--- src/rtl/alu_div_iter.sv ---
// Iterative restoring divider/remainder unit for EX: one operation in flight, valid/ready on both
// sides. The ALU_DIV_EARLY_EXIT_EN macro adds a 1-cycle path for |a| < |b|.
module alu_div_iter #(
  parameter int unsigned XLEN   = 64,
  parameter int unsigned UNROLL = 1
) (
  input  logic            clk,
  input  logic            reset,
  input  logic            flush,
  input  logic            in_valid,
  output logic            in_ready,
  input  logic [1:0]      op,
  input  logic [XLEN-1:0] a,
  input  logic [XLEN-1:0] b,
  output logic            out_valid,
  input  logic            out_ready,
  output logic [XLEN-1:0] result,
  output logic            busy
);

  localparam int unsigned ITER = XLEN / UNROLL;
  localparam int unsigned CW   = $clog2(ITER + 1);

  typedef enum logic [1:0] {StIdle, StCalc, StDone} state_e;

  state_e          state_q, state_d;
  logic [CW-1:0]   count_q, count_d;
  logic            is_rem_q, is_rem_d;
  logic            quo_neg_q, quo_neg_d;
  logic            rem_neg_q, rem_neg_d;
  logic [XLEN-1:0] rem_q, rem_d;
  logic [XLEN-1:0] quo_q, quo_d;
  logic [XLEN-1:0] dvsr_q, dvsr_d;
  logic [XLEN-1:0] result_q, result_d;

  // Operand decode at accept; op[0] marks unsigned, op[1] marks remainder.
  logic            is_signed, a_neg, b_neg, b_zero, ovf;
  logic [XLEN-1:0] abs_a, abs_b;

  assign is_signed = ~op[0];
  assign a_neg     = is_signed & a[XLEN-1];
  assign b_neg     = is_signed & b[XLEN-1];
  assign abs_a     = a_neg ? (XLEN'(0) - a) : a;
  assign abs_b     = b_neg ? (XLEN'(0) - b) : b;
  assign b_zero    = (b == '0);
  assign ovf       = is_signed & (a == {1'b1, {(XLEN-1){1'b0}}}) & (b == '1);

  // UNROLL restoring steps per cycle; the shifted partial remainder needs one extra bit.
  logic [XLEN-1:0] step_rem, step_quo;
  logic [XLEN:0]   shifted, trial;

  always_comb begin
    step_rem = rem_q;
    step_quo = quo_q;
    shifted  = '0;
    trial    = '0;
    for (int unsigned i = 0; i < UNROLL; i++) begin
      shifted  = {step_rem, step_quo[XLEN-1]};
      trial    = shifted - {1'b0, dvsr_q};
      step_quo = {step_quo[XLEN-2:0], ~trial[XLEN]};
      step_rem = trial[XLEN] ? shifted[XLEN-1:0] : trial[XLEN-1:0];
    end
  end

  logic [XLEN-1:0] quo_fix, rem_fix, calc_res;

  assign quo_fix  = quo_neg_q ? (XLEN'(0) - step_quo) : step_quo;
  assign rem_fix  = rem_neg_q ? (XLEN'(0) - step_rem) : step_rem;
  assign calc_res = is_rem_q ? rem_fix : quo_fix;

  always_comb begin
    state_d   = state_q;
    count_d   = count_q;
    is_rem_d  = is_rem_q;
    quo_neg_d = quo_neg_q;
    rem_neg_d = rem_neg_q;
    rem_d     = rem_q;
    quo_d     = quo_q;
    dvsr_d    = dvsr_q;
    result_d  = result_q;

    unique case (state_q)
      StIdle: begin
        if (in_valid) begin
          is_rem_d  = op[1];
          quo_neg_d = ~op[1] & (a_neg ^ b_neg);
          rem_neg_d = op[1] & a_neg;
          if (b_zero) begin
            state_d  = StDone;
            result_d = op[1] ? a : '1;
          end else if (ovf) begin
            state_d  = StDone;
            result_d = op[1] ? '0 : a;
`ifdef ALU_DIV_EARLY_EXIT_EN
          end else if (abs_a < abs_b) begin
            state_d  = StDone;
            result_d = op[1] ? a : '0;
`endif
          end else begin
            state_d = StCalc;
            count_d = '0;
            rem_d   = '0;
            quo_d   = abs_a;
            dvsr_d  = abs_b;
          end
        end
      end
      StCalc: begin
        rem_d   = step_rem;
        quo_d   = step_quo;
        count_d = count_q + CW'(1);
        if (count_q == CW'(ITER - 1)) begin
          state_d  = StDone;
          result_d = calc_res;
        end
      end
      StDone: begin
        if (out_ready) state_d = StIdle;
      end
      default: state_d = StIdle;
    endcase

    // Flush beats both handshakes and must not disturb the held result.
    if (flush) begin
      state_d  = StIdle;
      count_d  = '0;
      result_d = result_q;
    end
  end

  always_ff @(posedge clk or posedge reset) begin
    if (reset) begin
      state_q   <= StIdle;
      count_q   <= '0;
      is_rem_q  <= 1'b0;
      quo_neg_q <= 1'b0;
      rem_neg_q <= 1'b0;
      rem_q     <= '0;
      quo_q     <= '0;
      dvsr_q    <= '0;
      result_q  <= '0;
    end else begin
      state_q   <= state_d;
      count_q   <= count_d;
      is_rem_q  <= is_rem_d;
      quo_neg_q <= quo_neg_d;
      rem_neg_q <= rem_neg_d;
      rem_q     <= rem_d;
      quo_q     <= quo_d;
      dvsr_q    <= dvsr_d;
      result_q  <= result_d;
    end
  end

  assign in_ready  = (state_q == StIdle);
  assign out_valid = (state_q == StDone);
  assign busy      = (state_q != StIdle);
  assign result    = result_q;

endmodule

--- config.mk ---
export PLATFORM = sky130hd
export DESIGN_NAME = alu_div_iter
export DESIGN_NICKNAME = d
export VERILOG_FILES = /design/src/rtl/alu_div_iter.sv
export SDC_FILE = /design/constraint.sdc
export NUM_CORES = 1
export LEC_CHECK = 0
export ABC_AREA = 1
export CAP_MARGIN = 10
export CORE_ASPECT_RATIO = 0.75
export CORE_MARGIN = 10
export CORE_UTILIZATION = 53
export CTS_CLUSTER_SIZE = 28
export DETAILED_ROUTE_END_ITERATION = 16
export PLACE_DENSITY = 0.73
export SYNTH_ARGS = -nofsm -noshare
export SYNTH_HDL_FRONTEND = slang
export SYNTH_SLANG_ARGS = --single-unit
--- constraint.sdc ---
create_clock -name clk -period 21.6 [get_ports clk]
set_input_delay 4.32 -clock clk [delete_from_list [all_inputs] [get_ports clk]]
set_output_delay 4.32 -clock clk [all_outputs]
set_load 0.005 [all_outputs]
==> results.yml, run 1 <==
cts:
  clockBufferDepth: 3
  cts_resized: 0
  tritoncts: "done"
  postCtsSetupBuffers: 0
  postCtsHoldBufs: 0
  numCtsBuffers: 30
  cts_sinks: 268
  cts_root_buf: "clkbuf_16"
  h-tree-depth: 1
  clkLatencyLatePin_ns: 0.62
  clkTransAtPathRegs_ns: 0.07
detailed_routing:
  ant_nets: 0
  routed_wl_mm: 107
  vias_per_cell: 5.71
  vias: 32600
  wire_per_inst_um: 18.7
  drc: 0
  drtPass1Iterations: 7
  drtIter0Drc: 4734
layout:
  final_common_cell: "nand2_1"
  fin_util: 0.604
  final_layout_size_suffix_gt1_frac: 0.0346
  final_area_um2: 31200
  finalNetCount: 5189
  final_cell_mix: "1591 x nand2_1, 785 x inv_1, 534 x nor2_1"
  syn_to_final_growth_pct: 12.5
  finalNonFillerCells: 5710
logic_synthesis:
  syn_nets: 5098
  synth-edff-count: 0
  postSynth.asyncResetShare: 1.00
  synth-main-ff-cell: "dfrtp_1"
  ys_seq_elements: 268
  ys_types: 52
  ys_warn_count: 0
  yosysTopAreaCellShare: 0.242
  syn_area_per_cell_um2: 5.67
  syn_area_um2: 27800
  synth_cells: 4892
  ys_seq_area_frac: 0.242
  synth_top_area_cell: "dfrtp_1"
  synth_area_leaders: "dfrtp_1 24%, nand2_1 22%, inv_1 11%"
power:
  powerDensity_nw_per_um2: 161
  pwr-share-clk: 0.111
  vdd.ir_drop.worst_mv: 0.135
  total_power_mw: 5.01
  swShare: 0.583
  p_leak_nw: 16.1
  p_sw_mw: 2.92
  intPower_mw: 2.09
  pwr-share-seq: 0.175
  p_comb_frac: 0.714
floorplan:
  core_area_um2: 51700
  die_w_um: 284
  start_util: 0.537
  dieArea_um2: 62000
  boundaryPins: 202
  core.rowCount: 72
  die_h_um: 218
placement:
  dp_cells: 5653
  gp_congestion: 1.04
  portBuffers: 201
  pre_cts_ws_ns: 12.97
  placed_area_um2: 30100
  dp_hpwl_mm: 82.4
timing:
  setup_viol: 0
  hold_viol: 0
  finalWorstSetupSlack_ns: 13.43
  hold_slack_ns: 0.479
  min_period_ns: 8.17
  drv_slew: 0
  clock.fmax_mhz: 122
  slew_headroom: 0.211
  worst_pin_slew_ns: 1.18
  rsz0062_at_grt: "false"
  tns_ns: 0
  fin_crit_sh: 0.378
  fin_skew_ns: 0.0346
worst_setup_path:
  slowest_stage: "nor2_2"
  cp_max_fo: 106
  critPathCaptureType: "flip-flop"
  cp_cell_sequence: "clkdlybuf4s50_1, nor2_1, inv_1, nor3_1, nand3_1, or3b_2, nor4_1, buf_4, nand4_1, nand2_1, nor2_1, nor2_2, clkinv_2, buf_4, nor2_1, nand2_1, nand2_1"
  cp.arrival_ns: 8.69
  crit_type: "in -> reg"
  reg2reg_slack_ns: 14.51
  required_ns: 22.13
  critPathLaunchType: "primary input"
  cpPeakStageDelay_ns: 0.75
flow_run:
  cap_violations: 0
grt:
  grt_start_max_net_pins: 181
  grt_antenna_before_repair: 4
  gr-total-overflow: 0
  grt_pass1_vias: 28600
  grt_use_total: 0.327
  grt_pass1_wl_mm: 164
run_status:
  status: "completed"
hold_path:
  hold_path_class: "reg -> reg"
==> worst max-delay path, delay by kind of cell <==
kind | cells | cell delay (ns)
buffers and inverters | 5 | 1.41
and+or+nand+nor | 12 | 2.75
==> cell type report <==
cell class,instances,area [um2]
fillers,5362,20500
diodes,1,2.50
clock inverters,11,189
inverters,799,3010
well taps,703,880
repair buffers,224,2230
flip-flops and latches,268,6710
clock buffers,44,853
multi-input cells,3660,17300
==> routing by layer <==
layer / GRT usage / wire length, um
met3: 0.0821 / 12800
met1: 0.477 / 47400
met4: 0.102 / 3610
met2: 0.465 / 42900
met5: 0 / 17
==> synth_stat cells, types with 14 or more instances <==
master,n
buf_2,14
buf_1,19
a21oi_1,238
nand2_1,1591
xnor2_1,47
nor2_1,539
dfrtp_1,268
ha_1,70
nand3_1,331
o22ai_1,89
nor2_2,22
a31oi_1,15
clkbuf_1,118
nor3_1,74
xor2_1,56
o211ai_1,21
nand2_2,42
o21ai_0,316
maj3_1,20
inv_1,788
o21ai_1,16
nor4_1,27
nand4_1,64
nand3b_1,21
==> power by group through the flow <==
stage               Combinational, mW  Clock (mW)  Sequential [mW]
detailed placement               3.44           0            0.876
floorplan                        2.44           0            0.824
global placement                 3.41           0            0.879
finish                           3.58       0.554            0.879
CTS                              3.46       0.555            0.871
global route                     3.93       0.575            0.898
==> flip-flops by register name, summed over array words and instances (netlist names) <==
| signal | cells |
|---|---|
| rem_neg_q | 1 |
| dvsr_q | 64 |
| quo_q | 64 |
| result | 64 |
| count_q | 7 |
| rem_q | 64 |
| state_q | 2 |
| is_rem_q | 1 |
| quo_neg_q | 1 |
==> kinds of logic after synthesis <==
group / synth area share
AND/OR/NAND/NOR: 0.411
adder cells (fa/ha/maj): 0.0395
AO/OA/AOI/OAI: 0.141
buffers and inverters: 0.135
flip-flops: 0.242
XOR/XNOR: 0.0325
==> worst paths after layout <==
path                       cells after the start    endpoint        from
max                                           17  result[56]       a[45]
max reg2reg                                   36  result[54]   quo_q[63]
min in group asynchronous                      2   rem_q[60]       reset
min reg2reg                                    2  result[13]  result[13]
min                                            2  result[13]  result[13]
max in group asynchronous                      3   rem_neg_q       reset
Power figures use the tool's default switching activity.
==> inputs of run 2 (changes only) <==
--- a/config.mk
+++ b/config.mk
@@ -12,7 +12,7 @@
 export CORE_UTILIZATION = 53
 export CTS_CLUSTER_SIZE = 28
 export DETAILED_ROUTE_END_ITERATION = 16
-export PLACE_DENSITY = 0.73
+export PLACE_DENSITY = 0.76
 export SYNTH_ARGS = -nofsm -noshare
 export SYNTH_HDL_FRONTEND = slang
 export SYNTH_SLANG_ARGS = --single-unit
==> constraint.sdc (replaced) <==
create_clock -name clk -period 7.1 [get_ports clk]
set_input_delay 1.42 -clock clk [delete_from_list [all_inputs] [get_ports clk]]
set_output_delay 1.42 -clock clk [all_outputs]
set_load 0.005 [all_outputs]
==> run 2 against run 1 <==
- combinational power rose to 3.1 times the previous value
- power grew to 3.1 times the previous value
- global-route usage is 0.33 points higher
- count of clock-buffer cells in the layout is 8 lower
- cell count up 0.12%
- via count rose by 0.95%
- first-iteration DRC count increased by 10%
- critical endpoint is now result[58]
- sequential share of layout area is 0.055 points lower
==> results.yml, run 2 (synthesis gave the netlist of run 1 again) <==
worst_setup_path:
  worstReg2RegStart: "quo_q[63]"
  crit_type: "reg -> reg"
  cpPeakStageDelay_ns: 0.50
  critPathCaptureType: "flip-flop"
  reg2reg_slack_ns: 1.06
  slowest_stage: "a21oi_1"
  critPathCapture: "result[58]"
  cp-startpoint: "quo_q[63]"
  required_ns: 7.65
  path_buf_inv: 4
  reg2regPathDepth: 37
  crit_top_cell: "nand2_1"
  cp_num_cells: 37
  r2r_end: "result[58]"
  cp.arrival_ns: 6.59
  crit_family: "simple AND/OR/NAND/NOR gates"
  cp_max_fo: 12
  critPathLaunchType: "flip-flop"
layout:
  syn_to_final_growth_pct: 12.8
  n_fill_cell: 5255
  final_cell_mix: "1591 x nand2_1, 786 x inv_1, 534 x nor2_1"
  finalNetCount: 5195
  final_layout_size_suffix_gt1_frac: 0.0377
  fin_util: 0.605
  seqCellArea_um2: 6710
  final_common_cell: "nand2_1"
  n_antenna_cell: 0
  final_area_um2: 31300
  multi_input_area_um2: 17300
cts:
  postCtsHoldBufs: 0
  numCtsBuffers: 31
  cts_resized: 0
  postCtsSetupBuffers: 0
  clkTransAtPathRegs_ns: 0.07
  tritoncts: "done"
  h-tree-depth: 1
  clkLatencyLatePin_ns: 0.62
  clockBufferDepth: 3
  cts_root_buf: "clkbuf_16"
  cts_sinks: 268
timing:
  min_period_ns: 6.04
  worst_pin_slew_ns: 1.04
  setup_viol: 0
  slew_headroom: 0.307
  clock.fmax_mhz: 165
  fin_crit_sh: 0.851
  hold_viol: 0
  drv_slew: 0
  hold_slack_ns: 0.475
  finalWorstSetupSlack_ns: 1.06
  rsz0062_at_grt: "false"
  tns_ns: 0
  fin_skew_ns: 0.0197
power:
  p_leak_nw: 16.2
  pwr-share-seq: 0.171
  p_comb_frac: 0.715
  vdd.ir_drop.worst_mv: 0.316
  pwr-share-clk: 0.114
  swShare: 0.587
  intPower_mw: 6.38
  p_sw_mw: 9.07
  powerDensity_nw_per_um2: 494
detailed_routing:
  routed_wl_mm: 108
  ant_nets: 0
  drc: 0
  vias: 32900
  drtPass1Iterations: 8
  vias_per_cell: 5.75
  drtIter0Drc: 5208
  wire_per_inst_um: 18.9
floorplan:
  start_util: 0.537
  die_h_um: 218
  die_w_um: 284
  boundaryPins: 202
  dieArea_um2: 62000
  core.rowCount: 72
  core_area_um2: 51700
grt:
  gr-total-overflow: 0
  grt_start_max_net_pins: 154
  grt_antenna_before_repair: 2
  grt_pass1_wl_mm: 165
  grt_pass1_vias: 28600
  grt_use_total: 0.330
run_status:
  status: "completed"
placement:
  placed_area_um2: 30200
  portBuffers: 201
  dp_hpwl_mm: 84.1
  pre_cts_ws_ns: 1.36
  gp_congestion: 1.08
hold_path:
  hold_path_class: "reg -> reg"
  worstHoldPathCells: 2
flow_run:
  cap_violations: 0
run 2: cell count changes in the layout (fill, tap and decap cells not counted), sizes merged:
cell and change:
clkinv +2, clkbuf -8, inv +5, diode -1, clkinvlp +4, buf +5
run 2: routing by layer:
layer	GRT usage	vias up	wire, um
li1	-	15700	-
met1	0.486	14900	46900
met2	0.460	2053	42500
met3	0.0896	246	14900
met4	0.101	2	3900
met5	0	-	17
run 2: metrics by stage:
stage | power, mW | cells
floorplan | 9.92 | 4892
global placement | 13.1 | 5659
detailed placement | 13.2 | 5659
CTS | 15.0 | 5717
global route | 16.6 | 5717
finish | 15.5 | 5717
run 2: area by class of cell:
| cell class | instances | share of cell area |
|---|---|---|
| Sequential cell | 268 | 0.214 |
| Multi-Input combinational cell | 3660 | 0.554 |
| Clock inverter | 22 | 0.00843 |
| Clock buffer | 36 | 0.0267 |
| Tap cell | 703 | 0.0281 |
| Inverter | 799 | 0.0961 |
| Timing Repair Buffer | 229 | 0.0722 |
run 2: worst min-delay path by stage:
stage                     from    endpoint  slack, ns
floorplan           dvsr_q[21]  dvsr_q[21]       0.45
global placement    result[57]  result[57]       0.46
detailed placement  result[33]  result[33]       0.46
CTS                 result[55]  result[55]       0.48
global route        result[56]  result[56]       0.49
finish              result[55]  result[55]       0.48
run 2: worst reg2reg max path: cells and delay by family, from the launching register on:
kind            cells  cell delay, ns
compound gates      4            0.95
buf+inv             4            0.39
simple gates       26            3.33
flops               1            0.43
fa+ha+maj           3            0.89
run 2: power groups by stage:
stage / combinational (mW) / clock [mW] / sequential, mW
4_1_cts: 10.6 / 1.77 / 2.62
6_report: 11.0 / 1.77 / 2.64
3_5_place_dp: 10.6 / 0 / 2.64
5_1_grt: 12.0 / 1.84 / 2.70
2_1_floorplan: 7.41 / 0 / 2.51
3_3_place_gp: 10.5 / 0 / 2.63
